[config.mk]
export PLATFORM = sky130hd
export DESIGN_NAME = wb_obi_bridge
export DESIGN_NICKNAME = d
export VERILOG_FILES = /design/src/rtl/wb_obi_bridge.sv
export SDC_FILE = /design/constraint.sdc
export NUM_CORES = 1
export LEC_CHECK = 0
export CAP_MARGIN = 5
export CORE_UTILIZATION = 35
export CTS_CLUSTER_DIAMETER = 30
export DETAILED_ROUTE_END_ITERATION = 8
export PLACE_DENSITY = 0.79
export SYNTH_ARGS = -nofsm -noshare
export SYNTH_HDL_FRONTEND = slang
export SYNTH_SLANG_ARGS = --single-unit
export TNS_END_PERCENT = 50
[constraint.sdc]
create_clock -name clk -period 1.6 [get_ports clk]
set_input_delay 0.48 -clock clk [delete_from_list [all_inputs] [get_ports clk]]
set_output_delay 0.48 -clock clk [all_outputs]
set_load 0.02 [all_outputs]
[src/rtl/wb_obi_bridge.sv]
// Wishbone-classic slave to OBI master bridge. One transfer in flight, registered outputs.
// FSM encoding on dbg_state: 0=IDLE, 1=REQ, 2=RESP, 3=DONE.
module wb_obi_bridge #(
    parameter int unsigned ADDR_WIDTH = 20,
    parameter int unsigned DATA_WIDTH = 32,
    parameter logic [31:0] BASE_ADDR  = 32'h0000_0000
) (
    input  logic                      clk,
    input  logic                      rst_n,
    input  logic                      wbs_cyc_i,
    input  logic                      wbs_stb_i,
    input  logic                      wbs_we_i,
    input  logic [DATA_WIDTH/8-1:0]   wbs_sel_i,
    input  logic [ADDR_WIDTH-1:0]     wbs_adr_i,
    input  logic [DATA_WIDTH-1:0]     wbs_dat_i,
    output logic [DATA_WIDTH-1:0]     wbs_dat_o,
    output logic                      wbs_ack_o,
    output logic                      wbs_err_o,
    output logic                      obi_req_o,
    input  logic                      obi_gnt_i,
    output logic [31:0]               obi_addr_o,
    output logic                      obi_we_o,
    output logic [DATA_WIDTH/8-1:0]   obi_be_o,
    output logic [DATA_WIDTH-1:0]     obi_wdata_o,
    input  logic                      obi_rvalid_i,
    input  logic [DATA_WIDTH-1:0]     obi_rdata_i,
    input  logic                      obi_err_i,
    output logic [1:0]                dbg_state
);

    typedef enum logic [1:0] {
        IDLE = 2'd0,
        REQ  = 2'd1,
        RESP = 2'd2,
        DONE = 2'd3
    } state_t;

    state_t state;
    logic   live;

    assign dbg_state = state;

    // Handshakes: a WB strobe is taken only in IDLE and answered by one ack/err
    // pulse; the OBI request holds every field stable until the cycle gnt is seen,
    // and rvalid (which qualifies err/rdata) is only looked at after the grant.
    always_ff @(posedge clk or negedge rst_n) begin
        if (!rst_n) begin
            state       <= IDLE;
            live        <= 1'b0;
            wbs_dat_o   <= '0;
            wbs_ack_o   <= 1'b0;
            wbs_err_o   <= 1'b0;
            obi_req_o   <= 1'b0;
            obi_addr_o  <= '0;
            obi_we_o    <= 1'b0;
            obi_be_o    <= '0;
            obi_wdata_o <= '0;
        end else begin
            wbs_ack_o <= 1'b0;
            wbs_err_o <= 1'b0;
            case (state)
                IDLE: begin
                    if (wbs_cyc_i && wbs_stb_i) begin
                        obi_addr_o  <= (BASE_ADDR + 32'(wbs_adr_i)) & 32'hFFFF_FFFC;
                        obi_we_o    <= wbs_we_i;
                        obi_be_o    <= wbs_sel_i;
                        obi_wdata_o <= wbs_dat_i;
                        obi_req_o   <= 1'b1;
                        live        <= 1'b1;
                        state       <= REQ;
                    end
                end
                REQ: begin
                    // The request stays up until granted even if the WB side gives up.
                    if (!wbs_cyc_i) live <= 1'b0;
                    if (obi_gnt_i) begin
                        obi_req_o <= 1'b0;
                        state     <= RESP;
                    end
                end
                RESP: begin
                    if (obi_rvalid_i) begin
                        if (!live || !wbs_cyc_i) begin
                            live  <= 1'b0;
                            state <= IDLE;
                        end else if (obi_err_i) begin
                            wbs_err_o <= 1'b1;
                            state     <= DONE;
                        end else begin
                            wbs_ack_o <= 1'b1;
                            if (!obi_we_o) wbs_dat_o <= obi_rdata_i;
                            state <= DONE;
                        end
                    end else if (!wbs_cyc_i) begin
                        live <= 1'b0;
                    end
                end
                DONE: begin
                    live  <= 1'b0;
                    state <= IDLE;
                end
                default: state <= IDLE;
            endcase
        end
    end

endmodule

==> After elaboration in Yosys (flattened, before gate mapping) <==
Index checks and enable logic that the tools add are counted.
Widths: inputs -> output; s select.
{ "classes": {"addsub": 0, "mul": 0, "div_mod_pow": 0, "order_cmp": 0, "eq_ne": 7, "shifts": 0, "muxes": 20, "bitwise_logic": 3, "reduce_logical": 11} }
{ "op_table": {"columns": ["op", "count"], "rows": [
  ["$mux 1", 13],
  ["$mux 2", 4],
  ["$pmux 2 s4", 1],
  ["$ne 2x2->1 const B", 3],
  ["$reduce_and 3->1", 2],
  ["$reduce_and 5->1", 1],
  ["$eq 2x2->1 const B", 2],
  ["$pmux 1 s4", 1],
  ["$reduce_and 2->1", 2],
  ["$ne 3x3->1 const B", 1],
  ["$not 1->1", 3],
  ["$eq 2x1->1 const B", 1],
  ["$logic_not 1->1", 2],
  ["$logic_not 2->1", 1],
  ["$pmux 1 s2", 1],
  ["$reduce_bool 2->1", 1],
  ["$logic_and 1x1->1", 1],
  ["$logic_or 1x1->1", 1]
]} }
{ "word_totals": {"register_bits": 93, "latchBits": 0, "ramBits": 0, "mem_bits_ro": 0, "inputBits": 96, "out_inout_bits": 106, "word_cells": 51, "mem_count": 0} }

==> Longest topological paths before layout <==
Gate-level depths: netlist (run 1).
{ "depth": {"depth_word": 5, "mapped_depth": 5} }

==> Least setup slack after synthesis (run 1) <==
OpenSTA, ideal clock, no wires.
{ "synth_path": {"kind": "register to register", "start": "reg state[1] (netlist: dbg_state[1])", "end": "reg wbs_dat_o[0]", "setup_ns": 0.125, "t_arrival_ns": 1.645, "required_ns": 1.475, "slack_ns": -0.170, "path_stages_with_launch": 6, "path_buffers": 2, "cell_sequence": "dfrtp_1 -> nand2_1 -> or4b_1 -> buf_6 -> buf_12 -> mux2_4"} }
{ "synth_via": {"elab_chain_cells": 2} }
{ "synth_lines": {"columns": ["element", "line_no", "text"], "rows": [
  ["start, declared", "38", "state_t state;"],
  ["start signal, assigned", "48", "state <= IDLE;"],
  ["start signal, assigned", "70", "state <= REQ;"],
  ["start signal, assigned", "78", "state <= RESP;"],
  ["$eq 2x2->1", "61", "case (state)"],
  ["$reduce_and 5->1 (no source line)", null, null],
  ["end signal, assigned", "91", "if (!obi_we_o) wbs_dat_o <= obi_rdata_i;"],
  ["end, declared", "16", "output logic [DATA_WIDTH-1:0] wbs_dat_o,"]
]} }
Every way passes these cells.
A chain may end at the register's enable or synchronous reset.

==> Final worst setup path (run 1) <==
{ "layout_path": {"start": "in wbs_cyc_i", "end": "reg wbs_dat_o[19]"} }
{ "layout_via": {"elab_chain_cells": 4} }
{ "layout_lines": {"columns": ["element", "line_no", "text"], "rows": [
  ["start, declared", "10", "input logic wbs_cyc_i,"],
  ["$logic_not 1->1", null, null],
  ["$logic_or 1x1->1", "83", "if (!live || !wbs_cyc_i) begin"],
  ["$not 1->1 (no source line)", null, null],
  ["$reduce_and 5->1 (no source line)", null, null]
]} }
Every way passes these cells.

==> results of run 1 <==
logic make-up after synthesis:
group | synth area share, %
flip-flops | 62.1
other | 0.100
buffers and inverters | 5.71
AO/OA/AOI/OAI | 1.13
multiplexers | 29.1
AND/OR/NAND/NOR | 1.87
worst register-to-register path: stages (launching register included):
cell and delay, ns:
dfrtp_2 0.41, or4b_4 0.59, buf_12 0.16, buf_16 0.14, mux2_4 0.29
cell usage after synthesis, drive strengths merged, types with 2 or more instances:
master  instances  area (sq um)
mux2           87          1090
buf            24           206
o21ai           2          10.0
inv             2          7.51
dfrtp          93          2330
nand2           4          17.5
nor2            4          15.0
final cells by class:
class / count / area (sq um)
multi-input cells: 120 / 1290
clock buffers: 12 / 165
inverters: 2 / 7.51
well taps: 136 / 170
fillers: 881 / 4270
repair buffers: 206 / 2100
flip-flops and latches: 93 / 2330
clock inverters: 4 / 45.0
power groups by stage:
stage                     registers, mW  logic, mW  clock network (mW)
final                              3.81       4.65                1.63
after global routing               3.96       4.92                1.78
after CTS                          3.82       4.47                1.68
after detailed placement           3.90       5.13                   0
after global placement             3.85       5.04                   0
after floorplan                    5.11       1.30                   0
final timing paths:
path	from	endpoint	slack, ns	cells after the start
setup / recovery	wbs_cyc_i	wbs_dat_o[19]$_DFFE_PN0P_	-0.12	6
hold / removal	rst_n	obi_wdata_o[12]$_DFFE_PN0P_	0.04	1
setup reg to reg	dbg_state[0]$_DFFE_PN0P_	wbs_dat_o[19]$_DFFE_PN0P_	-0.10	4
hold reg to reg	obi_wdata_o[20]$_DFFE_PN0P_	obi_wdata_o[20]$_DFFE_PN0P_	0.50	1
max in group asynchronous	rst_n	wbs_dat_o[2]$_DFFE_PN0P_	1.03	2
min in group clk	obi_err_i	wbs_ack_o$_DFF_PN0_	0.47	2
sequential cells by signal, summed over array words and instances (netlist names):
name	flops
obi_wdata_o	32
wbs_dat_o	32
obi_addr_o	18
obi_be_o	4
dbg_state	2
live	1
obi_req_o	1
obi_we_o	1
wbs_ack_o	1
wbs_err_o	1
timing repair:
item | CTS | global route
setup endpoints to repair | 179 | 111
cloned | 3 | 4
hold buffers | 0 | 0
buffers inserted | 4 | 1
pin swaps | 2 | 1
gates resized for setup | 114 | 36
endpoints found under the hold margin | 0 | 0
routing by layer:
layer,up-vias,share of wire (%),track usage (%)
met5,-,0,0
li1,1177,-,-
met1,1274,40,19.2
met2,102,52,29.9
met3,15,6.6,5.94
met4,0,2.0,5.85
==> reports/qor.csv, run 1 <==
stage,metric,value,unit
setup_path,crit_family,simple AND/OR/NAND/NOR gates,
sta,finalWorstSetupSlack,-0.120,ns
run,cap_violations,0,
die,core.rowCount,37,
finish,diodes,0,
setup_path,worst-path-buf-inv,3,
finish,final_cell_area,6100,sq um
sta,period_share,108,%
sta,fin_skew,0.00593,ns
power,leakage,2.93,nW
power,power_switching,3.57,mW
sta,setup_violations,75,
synth,yosysSeqAreaShare,62.1,%
power,finalPower,10.1,mW
power,ir_drop,696,uV
routing,drc,0,
finish,drive_gt1_share,31.4,%
power,powerDensity,1650,nW/um^2
power,seqPwrFrac,37.8,%
routing,avgViaCountPerCell,4.48,
sta,tns,-3.47,ns
sta,rsz0062_at_grt,yes,
setup_path,cp_max_fo,8,
power,p_clk_share,16.2,%
clocking,cts_buffers,9,
die,die_width,106,microns
finish,final_cell_mix,"dfrtp_1 (91), clkdlybuf4s50_1 (89), dlygate4sd2_1 (67)",
sta,hold_viol_final,0,
die,dieArea,11100,sq um
clocking,cts_tree,yes,
setup_path,cp_slowest_cell,or4b_4,
placed_design,place_area,5750,sq um
sta,fin_crit,1.72,ns
die,pin_count,202,
setup_path,worstSetupPathType,in2reg,
clocking,clk_latency,0.35,ns
sta,hold_ws,0.0443,ns
power,swShare,35.3,%
clocking,ctsLongestPathBuffers,2,
global_routing,grt_antenna_before_repair,0,
status,violations,negative setup slack,
die,core,10400,sq um
synth,synth_edf_count,0,
synth,async_flop_share,100,%
synth,syn_area,3750,sq um
routing,routed_wl,9.26,mm
sta,drv_slew,0,
routing,drtPass1Iterations,4,
power,p_int,6.53,mW
synth,synth_cell_types,22,
finish,stdcell_count,573,
placed_design,pre_cts_ws,-0.820,ns
placed_design,gp_congestion,0.702,
synth,synth.avg_cell_area,16.6,sq um
global_routing,grt_max_degree,39,
clocking,path_clk_slew,0.08,ns
global_routing,grt_use_total,17.0,%
clocking,clkSinkCount,93,
finish,nets,528,
routing,dr_total_vias,2568,
synth,syn_inst,226,
setup_path,crit_chain,clkdlybuf4s15_1 -> nand2_2 -> or4b_4 -> buf_12 -> buf_16 -> mux2_4,
die,die_height,106,microns
placed_design,port_buffers,185,
clocking,cts_max_level,3,
setup_path,crit_path_start_kind,input pin,
finish,fin_util,58.9,%
global_routing,grt_pass1_wl,14.6,mm
routing,final_antenna_net_count,0,
placed_design,dp.cells,547,
synth,synth_top_flop_cell,dfrtp_1,
synth,yosysWarnings,0,
placed_design,dpl.hpwl,6.60,mm
setup_path,crit_arrival,1.96,ns
clocking,cts_root_buf,clkbuf_8,
setup_path,max_stage_delay,0.57,ns
setup_path,cp_data_required_time,1.84,ns
power,p_comb_share,46.1,%
routing,drtIter0Drc,71,
synth,synth-seq-cells,93,
sta,timing.fmax,581,MHz
hold_path,holdCritPathClass,in2async,
finish,final_common_cell,dfrtp_1,
setup_path,critical_path.endpoint_type,flip-flop,
global_routing,grt-ovfl-total,0,
status,status,"finished, violations left",
routing,wire_per_inst,16.2,microns
global_routing,grt_pass1_vias,2833,
finish,syn_to_final_growth,62.8,%
die,start_util,36.2,%
No activity file was read; power rests on OpenSTA's default activity.
==> inputs of run 2 (changes only) <==
--- a/config.mk
+++ b/config.mk
@@ -9,7 +9,7 @@
 export CORE_UTILIZATION = 35
 export CTS_CLUSTER_DIAMETER = 30
 export DETAILED_ROUTE_END_ITERATION = 8
-export PLACE_DENSITY = 0.79
+export PLACE_DENSITY = 0.77
 export SYNTH_ARGS = -nofsm -noshare
 export SYNTH_HDL_FRONTEND = slang
 export SYNTH_SLANG_ARGS = --single-unit
==> reports/qor.csv, run 2 (synthesis results as in run 1) <==
stage,metric,value,unit,change
status,status,"finished, violations left",,unchanged
status,violations,negative setup slack,,unchanged
clocking,clk_latency,0.35,ns,about the same
routing,final_antenna_net_count,0,,unchanged
finish,top_regs,"obi_wdata_o (32), wbs_dat_o (32), obi_addr_o (18)",,unchanged
run,cap_violations,0,,unchanged
clocking,ctsLongestPathBuffers,2,,unchanged
routing,drc,0,,unchanged
setup_path,crit_family,simple AND/OR/NAND/NOR gates,,unchanged
setup_path,critical_path.endpoint_type,flip-flop,,unchanged
finish,final_cell_area,6120,sq um,was 6100 sq um
routing,drtPass1Iterations,4,,unchanged
routing,wire_per_inst,15.9,microns,was 16.2 microns
clocking,path_clk_slew,0.09,ns,was 0.08 ns
die,die_height,106,microns,unchanged
setup_path,r2r_end,wbs_dat_o[16]$_DFFE_PN0P_,,was wbs_dat_o[19]$_DFFE_PN0P_
placed_design,place_area,5750,sq um,about the same
sta,timing.fmax,578,MHz,was 581 MHz
hold_path,holdCritPathClass,in2reg,,was in2async
power,ir_drop,807,uV,was 696 uV
global_routing,grt_pass1_wl,13.6,mm,was 14.6 mm
routing,routed_wl,9.14,mm,was 9.26 mm
setup_path,worstSetupPathType,in2reg,,unchanged
die,pin_count,202,,unchanged
finish,fin_util,59.1,%,was 58.9%
die,die_width,106,microns,unchanged
die,core.rowCount,37,,unchanged
sta,fin_skew,0.0150,ns,was 0.00593 ns
finish,final_cell_mix,"dfrtp_1 (91), clkdlybuf4s50_1 (89), dlygate4sd2_1 (81)",,"was dfrtp_1 (91), clkdlybuf4s50_1 (89), dlygate4sd2_1 (67)"
finish,nets,530,,was 528
setup_path,cp_data_required_time,1.83,ns,was 1.84 ns
setup_path,max_stage_delay,0.56,ns,was 0.57 ns
setup_path,r2r-start,live$_DFFE_PN0P_,,was dbg_state[0]$_DFFE_PN0P_
global_routing,grt_use_total,15.8,%,was 17.0%
die,start_util,36.2,%,unchanged
setup_path,rrSetupSlack,-0.10,ns,about the same
clocking,cts_root_buf,clkbuf_8,,unchanged
sta,drv_slew,0,,unchanged
global_routing,grt_pass1_vias,2650,,was 2833
routing,avgViaCountPerCell,4.48,,about the same
finish,stdcell_count,575,,was 573
power,powerDensity,1640,nW/um^2,was 1650 nW/um^2
sta,finalWorstSetupSlack,-0.131,ns,was -0.120 ns
setup_path,cp_max_fo,8,,unchanged
global_routing,grt_max_degree,40,,was 39
hold_path,worstHoldStart,obi_err_i,,
power,leakage,2.99,nW,was 2.93 nW
setup_path,critPathMostFrequentCell,buf_12,,
placed_design,gp_congestion,0.709,,was 0.702
die,core,10400,sq um,unchanged
global_routing,grt-ovfl-total,0,,unchanged
setup_path,crit_path_start_kind,input pin,,unchanged
sta,hold_viol_final,0,,unchanged
sta,hold_ws,0.456,ns,was 0.0443 ns
finish,final_common_cell,dfrtp_1,,unchanged
routing,dr_total_vias,2576,,was 2568
clocking,cts_max_level,3,,unchanged
setup_path,reg2reg_depth,5,,was 4
setup_path,crit_chain,clkdlybuf4s15_1 -> nand2_2 -> or4b_4 -> buf_12 -> buf_12 -> mux2_4,,was clkdlybuf4s15_1 -> nand2_2 -> or4b_4 -> buf_12 -> buf_16 -> mux2_4
die,dieArea,11100,sq um,unchanged
sta,setup_violations,58,,was 75
sta,tns,-4.29,ns,was -3.47 ns
setup_path,cp_slowest_cell,or4b_4,,unchanged
clocking,clkSinkCount,93,,unchanged
hold_path,whs_path_depth,2,,
clocking,cts_buffers,9,,unchanged
placed_design,dpl.hpwl,6.14,mm,was 6.60 mm
finish,syn_to_final_growth,63.3,%,was 62.8%
global_routing,grt_antenna_before_repair,0,,unchanged
clocking,cts_tree,yes,,unchanged
setup_path,crit_arrival,1.96,ns,about the same
finish,diodes,0,,unchanged
sta,period_share,108,%,about the same
routing,drtIter0Drc,78,,was 71
finish,drive_gt1_share,31.2,%,was 31.4%
sta,fin_crit,1.73,ns,was 1.72 ns
hold_path,holdPathEnd,wbs_ack_o$_DFF_PN0_,,
sta,rsz0062_at_grt,yes,,unchanged
setup_path,worst-path-buf-inv,3,,unchanged
placed_design,port_buffers,185,,unchanged
placed_design,dp.cells,546,,was 547
[run 2: changes by cell type in the layout (fill, tap and decap cells not counted), sizes merged]
cell           change
clkinvlp           +1
clkbuf             -2
clkdlybuf4s15     -14
clkinv             -2
inv                +3
dlygate4sd2       +14
buf                +1
dlygate4sd3        +1
[run 2: metal layers]
layer	global-route usage, %	share of wire (%)	up-vias
li1	-	-	1177
met1	20.1	43	1271
met4	6.05	2.0	0
met2	25.5	48	112
met5	0	0	-
met3	4.51	6.9	16
[run 2: repair_timing]
item | in CTS | in global routing
endpoints found under the hold margin | 1 | 0
hold buffers | 1 | 0
cloned | 3 | 4
buffers inserted | 3 | 4
endpoints found under the setup margin | 180 | 98
pin swaps | 2 | 1
gates resized for setup | 112 | 31
[run 2: cell type report]
class                      count  area [sq um]
fill                         853          4250
sequential                    93          2330
timing repair buffer         208          2110
multi-input combinational    120          1310
tap                          136           170
clock buffer                  10           128
clock inverter                 6          68.8
inverter                       2          7.51
[run 2: worst max-delay path by stage]
| stage | slack (ns) | start | endpoint | cells past startpoint |
|---|---|---|---|---|
| finish | -0.13 | wbs_cyc_i | wbs_dat_o[16]$_DFFE_PN0P_ | 6 |
| detailed placement | -0.83 | obi_rvalid_i | wbs_dat_o[15]$_DFFE_PN0P_ | 5 |
| floorplan | -0.13 | obi_rvalid_i | wbs_dat_o[0]$_DFFE_PN0P_ | 5 |
| global route | -0.14 | obi_we_o$_DFFE_PN0P_ | wbs_dat_o[14]$_DFFE_PN0P_ | 5 |
| global placement | -0.81 | obi_rvalid_i | wbs_dat_o[22]$_DFFE_PN0P_ | 5 |
| CTS | -0.11 | live$_DFFE_PN0P_ | wbs_dat_o[16]$_DFFE_PN0P_ | 5 |
[run 2: per-stage QoR]
step                      power, mW  setup WS (ns)
after floorplan                6.41         -0.127
final                          10.1         -0.131
after global routing           10.6         -0.144
after detailed placement       9.00         -0.827
after CTS                      9.90         -0.109
after global placement         8.88         -0.813
[run 2: power breakdown]
part,total (mW),switching [mW],internal [mW]
Sequential,3.82,0.482,3.34
Combinational,4.65,2.29,2.37
Clock,1.58,0.842,0.738
